<file path="src/rtl/fpu_arbiter.sv">
// fpu_arbiter: round-robin arbiter that sequences NREQ requesters onto one shared combinational FPU.
// Optional build macro FPU_ARB_STICKY_FLAGS_EN adds clr_flags / sticky_flags flag accumulation.
//
// state | meaning
// IDLE  | round-robin search, accept one request, latch operands
// EXEC  | operands held on the FPU while the settle counter runs down
// RESP  | captured result presented until the consumer accepts it
module fpu_arbiter #(
  parameter int NREQ    = 4,
  parameter int FPU_LAT = 1,
  parameter int IDW     = $clog2(NREQ)
) (
  input  logic                 clk,
  input  logic                 reset,
  input  logic [NREQ-1:0]      req_valid,
  output logic [NREQ-1:0]      req_ready,
  input  logic [16*NREQ-1:0]   req_opA,
  input  logic [16*NREQ-1:0]   req_opB,
  input  logic [2*NREQ-1:0]    req_op,
  output logic [15:0]          fpu_opA,
  output logic [15:0]          fpu_opB,
  output logic [1:0]           fpu_op,
  input  logic [15:0]          fpu_result,
  input  logic                 fpu_underflow,
  input  logic                 fpu_overflow,
  input  logic                 fpu_inexact,
  output logic                 rsp_valid,
  input  logic                 rsp_ready,
  output logic [IDW-1:0]       rsp_id,
  output logic [15:0]          rsp_result,
  output logic                 rsp_underflow,
  output logic                 rsp_overflow,
  output logic                 rsp_inexact,
`ifdef FPU_ARB_STICKY_FLAGS_EN
  input  logic                 clr_flags,
  output logic [2:0]           sticky_flags,
`endif
  output logic                 busy
);

  localparam int CW = (FPU_LAT > 1) ? $clog2(FPU_LAT) : 1;
  localparam logic [CW-1:0] CNT_INIT = CW'(FPU_LAT - 1);

  typedef enum logic [1:0] {S_IDLE, S_EXEC, S_RESP} state_t;

  state_t          state_q, state_d;
  logic [CW-1:0]   cnt_q, cnt_d;
  logic [IDW-1:0]  last_q, last_d;
  logic [IDW-1:0]  id_q, id_d;
  logic [15:0]     opa_q, opa_d, opb_q, opb_d;
  logic [1:0]      op_q, op_d;
  logic [15:0]     res_q, res_d;
  logic [2:0]      flags_q, flags_d;

  logic [15:0]     opa_arr [NREQ];
  logic [15:0]     opb_arr [NREQ];
  logic [1:0]      op_arr  [NREQ];
  logic [IDW-1:0]  grant_id, cand;
  logic            grant_any, accept, capture;

  for (genvar g = 0; g < NREQ; g++) begin : g_unpack
    assign opa_arr[g] = req_opA[16*g +: 16];
    assign opb_arr[g] = req_opB[16*g +: 16];
    assign op_arr[g]  = req_op[2*g +: 2];
  end

  // Search starts just after the previous winner so simultaneous requesters rotate.
  always_comb begin
    grant_id  = '0;
    grant_any = 1'b0;
    cand      = '0;
    for (int i = 1; i <= NREQ; i++) begin
      cand = IDW'((int'(last_q) + i) % NREQ);
      if (!grant_any && req_valid[cand]) begin
        grant_any = 1'b1;
        grant_id  = cand;
      end
    end
  end

  assign accept  = (state_q == S_IDLE) && grant_any;
  assign capture = (state_q == S_EXEC) && (cnt_q == '0);

  always_ff @(posedge clk or posedge reset) begin
    if (reset) begin
      state_q <= S_IDLE;
      cnt_q   <= '0;
      last_q  <= IDW'(NREQ - 1);
      id_q    <= '0;
      opa_q   <= '0;
      opb_q   <= '0;
      op_q    <= '0;
      res_q   <= '0;
      flags_q <= '0;
    end else begin
      state_q <= state_d;
      cnt_q   <= cnt_d;
      last_q  <= last_d;
      id_q    <= id_d;
      opa_q   <= opa_d;
      opb_q   <= opb_d;
      op_q    <= op_d;
      res_q   <= res_d;
      flags_q <= flags_d;
    end
  end

  always_comb begin
    state_d = state_q;
    case (state_q)
      S_IDLE:  if (grant_any) state_d = S_EXEC;
      S_EXEC:  if (cnt_q == '0) state_d = S_RESP;
      S_RESP:  if (rsp_ready) state_d = S_IDLE;
      default: state_d = S_IDLE;
    endcase
  end

  always_comb begin
    cnt_d   = cnt_q;
    last_d  = last_q;
    id_d    = id_q;
    opa_d   = opa_q;
    opb_d   = opb_q;
    op_d    = op_q;
    res_d   = res_q;
    flags_d = flags_q;
    if (accept) begin
      cnt_d  = CNT_INIT;
      last_d = grant_id;
      id_d   = grant_id;
      opa_d  = opa_arr[grant_id];
      opb_d  = opb_arr[grant_id];
      op_d   = op_arr[grant_id];
    end else if ((state_q == S_EXEC) && (cnt_q != '0)) begin
      cnt_d = cnt_q - CW'(1);
    end
    if (capture) begin
      res_d   = fpu_result;
      flags_d = {fpu_underflow, fpu_overflow, fpu_inexact};
    end
  end

  // Ready is gated by reset so the reset value holds even while requests are pending.
  always_comb begin
    req_ready = '0;
    if ((state_q == S_IDLE) && grant_any && !reset) req_ready[grant_id] = 1'b1;
    rsp_valid = (state_q == S_RESP);
    busy      = (state_q != S_IDLE);
  end

  assign fpu_opA       = opa_q;
  assign fpu_opB       = opb_q;
  assign fpu_op        = op_q;
  assign rsp_id        = id_q;
  assign rsp_result    = res_q;
  assign rsp_underflow = flags_q[2];
  assign rsp_overflow  = flags_q[1];
  assign rsp_inexact   = flags_q[0];

`ifdef FPU_ARB_STICKY_FLAGS_EN
  logic [2:0] sticky_q, sticky_d;

  // A clear coinciding with a capture drops that capture's flags.
  always_comb begin
    sticky_d = sticky_q;
    if (clr_flags)    sticky_d = '0;
    else if (capture) sticky_d = sticky_q | {fpu_underflow, fpu_overflow, fpu_inexact};
  end

  always_ff @(posedge clk or posedge reset) begin
    if (reset) sticky_q <= '0;
    else       sticky_q <= sticky_d;
  end

  assign sticky_flags = sticky_q;
`endif

endmodule

</file>
<file path="config.mk">
export PLATFORM = sky130hd
export DESIGN_NAME = fpu_arbiter
export DESIGN_NICKNAME = d
export VERILOG_FILES = /design/src/rtl/fpu_arbiter.sv
export SDC_FILE = /design/constraint.sdc
export NUM_CORES = 1
export LEC_CHECK = 0
export ABC_AREA = 1
export BUFFER_PORTS_ARGS = -buffer_cell sky130_fd_sc_hd__buf_2
export CAP_MARGIN = 0
export CORE_MARGIN = 5
export CORE_UTILIZATION = 41
export CTS_CLUSTER_DIAMETER = 200
export CTS_CLUSTER_SIZE = 28
export DETAILED_ROUTE_END_ITERATION = 12
export MAX_ROUTING_LAYER = met4
export PLACE_DENSITY = 0.78
export SETUP_SLACK_MARGIN = 0.02
export SLEW_MARGIN = 20
export SYNTH_ARGS = -nofsm -noshare
export SYNTH_HDL_FRONTEND = slang
export SYNTH_SLANG_ARGS = --single-unit
export TNS_END_PERCENT = 100
</file>
<file path="constraint.sdc">
create_clock -name clk -period 2.4 [get_ports clk]
set_clock_uncertainty 0.05 [all_clocks]
set_input_delay 0.36 -clock clk [delete_from_list [all_inputs] [get_ports clk]]
set_output_delay 0.36 -clock clk [all_outputs]
set_load 0.05 [all_outputs]
</file>
* Word level (Yosys, flattened, before mapping) *
Cells that the tools add are included.

word-level totals
  ROM bits = 0
  bits in writable memories = 0
  output and inout bits = 61
  register bits after elaboration = 60
  input port bits = 162
  latch bits = 0
  memories kept = 0

cells by class
  $add $sub $neg = 5
  shift operators = 0
  multiply operators = 0
  order comparisons = 7
  multiplexer cells = 34
  reduce and logical (&&, ||, !) cells = 16
  bitwise logic cells = 2
  div/mod/pow operators = 0
  equal/unequal tests = 5

operator list
  operator                                                            number
  binary-select mux 16 bit (select 2 bit)                             2
  2-to-1 mux 16 bit                                                   4
  2-to-1 mux 2 bit                                                    9
  < comparator 2 x 3 -> 1 bit (second input constant)                 5
  2-to-1 mux 1 bit                                                    11
  binary-select mux 1 bit (select 2 bit)                              4
  logical AND 1 bit                                                   8
  case mux 2 bit (3 select lines)                                     1
  adder 2 x 1 -> 2 bit (second input constant)                        2
  adder 2 bit (second input constant)                                 2
  binary-select mux 2 bit (select 2 bit)                              1
  zero test 1 bit                                                     4
  2-to-1 mux 4 bit                                                    1
  != test 2 bit (second input constant)                               2
  nonzero test 2 bit                                                  2
  greater-or-equal comparator 3 bit (second input constant)           1
  NOT 2 -> 3 bit                                                      1
  AND reduction 3 bit                                                 1
  demux 1 bit (select 2 bit)                                          1
  equality test 2 x 1 -> 1 bit (second input constant)                1
  equality test 2 bit (second input constant)                         1
  greater-or-equal comparator 2 x 1 -> 1 bit (second input constant)  1
  zero test 2 bit                                                     1
  != test 2 x 1 -> 1 bit (second input constant)                      1
  other kinds (2)                                                     2

* Logic depth before layout (Yosys ltp) *
  depth after elaboration = 18
  mapped depth = 17
  depth with buffers taken out = 15

* Least setup slack after synthesis *
OpenSTA, ideal clock, no wires.

  kind = in2out
  start = in reset
  end = out req_ready[0]
  stages on the path = 3
  arrival = 3060 ps
  required time = 1990 ps
  slack = -1070 ps
  cells stage by stage = inv_1 nand2_1 nor3_1

between the ends
  cells in the longest elaborated chain, start to end = 3

ends and longest elaborated chain
  what               line  text
  start, declared    14    input logic reset,
  zero test 1 bit    146   if ((state_q == S_IDLE) && grant_any && !reset) req_ready[grant_id] = 1'b1;
  logical AND 1 bit  146
  2-to-1 mux 4 bit   146
  end, declared      16    output logic [NREQ-1:0] req_ready,

Every way passes these cells.

* Worst setup path in the final report *
  start = reg last_q[0]
  end = out req_ready[3]

between the ends
  cells in the longest elaborated chain, start to end = 18
  elaborated cells between the ends (all ways) = 34

ends and longest elaborated chain
  what                                                                                                             line  text
  start, declared                                                                                                  48    logic [IDW-1:0] last_q, last_d;
  start signal, assigned                                                                                           88    last_q <= IDW'(NREQ - 1);
  start signal, assigned                                                                                           98    last_q <= last_d;
  adder 2 x 1 -> 2 bit                                                                                             73    cand = IDW'((int'(last_q) + i) % NREQ);
  binary-select mux 1 bit (select 2 bit)                                                                           74    if (!grant_any && req_valid[cand]) begin
  2-to-1 mux 1 bit (implied by the code)                                                                           74
  2-to-1 mux 1 bit                                                                                                 74
  zero test 1 bit                                                                                                  74
  logical AND 1 bit                                                                                                74
  2-to-1 mux 1 bit                                                                                                 74
  zero test 1 bit                                                                                                  74
  [2 not listed]                                                                                                   n/a
  zero test 1 bit                                                                                                  74
  logical AND 1 bit                                                                                                74
  2-to-1 mux 2 bit                                                                                                 74
  < comparator 2 x 3 -> 1 bit (implied by the code) or greater-or-equal comparator 2 x 1 -> 1 bit (tied branches)  146
  logical AND 1 bit (implied by the code)                                                                          146
  2-to-1 mux 1 bit (implied by the code)                                                                           146
  demux 1 bit (select 2 bit)                                                                                       146
  2-to-1 mux 4 bit *                                                                                               146

Mark *: on every way between the ends. The rest lies on a longest branch, timed or not. The select of a mux whose other input is x is not followed.

==> flow_metrics.env <==
export IMPL_report_final_hold_viol_count=0
export IMPL_detail_route_drc_violations=0
export IMPL_overflow=0
export IMPL_clk_transition_reported_paths_ps=70
export IMPL_detail_route_antenna_nets=0
export IMPL_die_w_um=110
export IMPL_critical_path_top_delay_family="simple AND/OR/NAND/NOR gates"
export IMPL_worstSetupPathDepth=12
export IMPL_setup_viol_count_final=4
export IMPL_route_detailed_wl_per_inst_um=14.9
export IMPL_longest_individual_stage_delay_on_the_worst_path_ps=600
export IMPL_antenna_found_initial=0
export IMPL_detailroute_via_count=4863
export IMPL_number_of_antenna_cells_inserted=0
export IMPL_cts_buffers_inserted=9
export IMPL_clk_root_buffer_cell="sky130_fd_sc_hd__clkbuf_8"
export IMPL_die_area_um2=12000
export IMPL_synth_cells=619
export IMPL_clock_latency_ps=330
export IMPL_synth_avg_cell_area_um2=6.57
export IMPL_start_util_pct=41.8
export IMPL_tritoncts_num_sinks=60
export IMPL_cts_htree_levels=3
export IMPL_detailedRoute_firstPassIterationCount=5
export IMPL_floorplan_io_pins=223
export IMPL_ys_async_sr_fraction_pct=100
export IMPL_period_needed_ps=2630
export IMPL_critical_path_reg2reg_endpoint="fpu_opB[14]"
export IMPL_drt_iter0_drc=320
export IMPL_finalWeightedCongestion=0.842
export IMPL_fraction_of_final_layout_cells_with_drive_strength_greater_than_1_pct=39.2
export IMPL_core_region_area_um2=9730
export IMPL_min_delay_path_class="input port to flop"
export IMPL_aggregate_global_route_resource_usage_pct=23.6
export IMPL_dp_hpwl_um=9670
export IMPL_worst_hold_path_num_cells=2
export IMPL_cp_slowest_cell="sky130_fd_sc_hd__dfstp_2"
export IMPL_reg2reg_slack_ps=40
export IMPL_violations="setup timing"
export IMPL_timing_final_crit_share_pct=109
export IMPL_timing_max_transition_violations_final=0
export IMPL_timing_max_slew_rel_slack_pct=47.3
export IMPL_numPlacedInstances=941
export IMPL_worst_path_cell_trace="buf_6, nand2_1, nand2_2, nand2_2, nand2_4, nor2_2, nand2_2, nand2_4, inv_4, nand2_8, nor3_4, buf_6"
export IMPL_first_pass_grt_wire_length_um=21900
export IMPL_min_delay_start="rsp_ready"
export IMPL_mappedNetlistArea_um2=4070
export IMPL_yosys_warnings=0
export IMPL_viasPerCell=4.99
export IMPL_maxCapViolCount=0
export IMPL_first_global_vias=4462
export IMPL_timing_critical_path_arrival_ps=2220
export IMPL_worst_setup_path_type="flop to output port"
export IMPL_layout_nets=998
export IMPL_detail_route_wirelength_um=14500
export IMPL_synth_cell_type_count=22
export IMPL_minimum_setup_slack_in_the_final_design_ps=-225
export IMPL_fp_row_count=36
export IMPL_dominantRegCellSynth="sky130_fd_sc_hd__dfrtp_1"
export IMPL_clk_path_buf_depth=2
export IMPL_worstReg2RegStart="last_q[0]"
export IMPL_buffer_ports_inserted=222
export IMPL_cp_start_kind="flop"
export IMPL_number_of_flops_mapped_to_enable_cells_by_yosys=0
export IMPL_yosysSeqAreaShare_pct=37.0
export IMPL_filler_cells=919
export IMPL_critical_path_buf_inv_count=3
export IMPL_cp_data_required_time_ps=1990
export IMPL_achievable_frequency_mhz=381
export IMPL_worst_path_most_repeated_cell="sky130_fd_sc_hd__nand2_2"
export IMPL_pre_cts_ws_ps=-9.86
export IMPL_path_max_fanout=4
export IMPL_outcome="complete, but fails checks"
export IMPL_grt_max_degree=69
export IMPL_clock_tree_from_tritoncts="built"
export IMPL_setup_repair_after_global_routing_missed_its_margin="true"
export IMPL_area_delta_synth_final_pct=41.9
export IMPL_worstHoldEndpoint="state_q[1]"
export IMPL_kind_of_end_point_of_the_critical_path="output port"
export IMPL_worst_pin_slew_ps=791
export IMPL_ys_ff_latch=60
export IMPL_fin_cells=974
export IMPL_synth_fp_nets=781
export IMPL_rr_worst_depth=14
export IMPL_die_y_um=110
Yosys cell counts (2+ instances only):
master | instances | share of area [%]
sky130_fd_sc_hd__nand2_1 | 379 | 35
sky130_fd_sc_hd__nand4_1 | 68 | 10
sky130_fd_sc_hd__dfrtp_1 | 58 | 36
sky130_fd_sc_hd__buf_2 | 24 | 3.0
sky130_fd_sc_hd__mux2_2 | 19 | 5.3
sky130_fd_sc_hd__clkbuf_1 | 11 | 1.0
sky130_fd_sc_hd__inv_1 | 10 | 0.92
sky130_fd_sc_hd__buf_4 | 7 | 1.3
sky130_fd_sc_hd__nand3_1 | 7 | 0.86
sky130_fd_sc_hd__nand2_2 | 6 | 0.92
sky130_fd_sc_hd__nor2_1 | 5 | 0.46
sky130_fd_sc_hd__nor3_1 | 5 | 0.62
sky130_fd_sc_hd__buf_6 | 4 | 1.1
sky130_fd_sc_hd__inv_2 | 3 | 0.28
sky130_fd_sc_hd__nand3_2 | 3 | 0.74
sky130_fd_sc_hd__a21oi_1 | 2 | 0.25
sky130_fd_sc_hd__dfstp_2 | 2 | 1.3
sky130_fd_sc_hd__o21ai_0 | 2 | 0.25
worst max path at each step:
stage	start	endpoint	slack, ps
2_1_floorplan	last_q[0]	req_ready[2]	-70
3_3_place_gp	last_q[0]	req_ready[1]	30
3_5_place_dp	last_q[0]	req_ready[1]	-10
4_1_cts	last_q[0]	req_ready[1]	-140
5_1_grt	last_q[0]	req_ready[3]	-350
6_report	last_q[0]	req_ready[3]	-230
kinds of logic after synthesis:
kind of cell	count (synthesis)	synth area share (%)
multiplexers	19	5.26
flip-flops	60	37.0
AND/OR/NAND/NOR	475	49.4
buffers and inverters	60	7.72
AO/OA/AOI/OAI	5	0.677
worst reg2reg max path, stage by stage, from the launching register on:
cell                      delay [ps]
sky130_fd_sc_hd__dfstp_2         600
sky130_fd_sc_hd__buf_6           130
sky130_fd_sc_hd__nand2_1          60
sky130_fd_sc_hd__nand2_2         110
sky130_fd_sc_hd__nand2_2          80
sky130_fd_sc_hd__nand2_4         110
sky130_fd_sc_hd__nor2_4           50
sky130_fd_sc_hd__nand3_1         120
sky130_fd_sc_hd__nand2_2          80
sky130_fd_sc_hd__nor2b_4         190
sky130_fd_sc_hd__buf_4           390
sky130_fd_sc_hd__nand2_1         140
sky130_fd_sc_hd__nand2_1          80
sky130_fd_sc_hd__nand2_1          60
sky130_fd_sc_hd__nand2_1          70
sequential cells by signal (all words and copies together) (netlist names):
| signal | count |
|---|---|
| fpu_opA | 16 |
| fpu_opB | 16 |
| rsp_result | 16 |
| flags_q | 3 |
| fpu_op | 2 |
| last_q | 2 |
| rsp_id | 2 |
| state_q | 2 |
| cnt_q | 1 |
per-stage QoR:
step | TNS (ps) | area [um2] | utilization, % | hold slack [ps]
floorplan | -192 | 4140 | - | 405
global placement | 0 | 5290 | 54.4 | 407
detailed placement | -18.8 | 5290 | 54.4 | 409
CTS | -545 | 5670 | 58.3 | 144
global route | -4240 | 5770 | 59.3 | 147
finish | -780 | 5770 | 59.3 | 161
layout make-up:
cell class | instances | area, um2 | area share (%)
sequential | 60 | 1500 | 26.1
tap | 133 | 166 | 2.88
timing repair buffer | 252 | 1410 | 24.5
clock inverter | 6 | 63.8 | 1.11
multi-input combinational | 499 | 2420 | 42.0
clock buffer | 10 | 138 | 2.38
inverter | 14 | 61.3 | 1.06
timing repair:
item,4_1_cts,5_1_grt
setup endpoints to repair,4,39
hold endpoints to repair,0,0
pin swaps,7,12
hold buffers,0,0
setup buffers,13,4
gates cloned,0,0
gates resized for setup,26,18
cells in the final DEF (no fill, tap or decap), types with 2 or more instances in the layout:
master                         n
sky130_fd_sc_hd__nand3_4       2
sky130_fd_sc_hd__dfstp_2       2
sky130_fd_sc_hd__dfrtp_1      58
sky130_fd_sc_hd__nand3_1       5
sky130_fd_sc_hd__buf_12        3
sky130_fd_sc_hd__inv_2         3
sky130_fd_sc_hd__nor3_4        5
sky130_fd_sc_hd__nand2_1     364
sky130_fd_sc_hd__inv_4         2
sky130_fd_sc_hd__buf_6         8
sky130_fd_sc_hd__clkinv_2      2
sky130_fd_sc_hd__clkinvlp_4    3
sky130_fd_sc_hd__inv_1         8
sky130_fd_sc_hd__nor2_1        4
sky130_fd_sc_hd__buf_2       218
sky130_fd_sc_hd__mux2_2       19
sky130_fd_sc_hd__nand2_4       5
sky130_fd_sc_hd__nand4_1      68
sky130_fd_sc_hd__nand3_2       3
sky130_fd_sc_hd__buf_4        23
sky130_fd_sc_hd__o21ai_0       2
sky130_fd_sc_hd__nand2_2      15
sky130_fd_sc_hd__clkbuf_8     10
metal layers:
layer	wire length (um)	track usage [%]	part of all wire, %	vias to the layer above
li1	-	-	-	2424
met1	5930	30.4	41	2222
met2	7230	38.0	50	196
met3	963	4.05	6.6	21
met4	363	7.66	2.5	0
met5	0	-	0	-
Power is not shown: default switching activity piles up to over one toggle a cycle in this logic, so the estimate is an artifact.
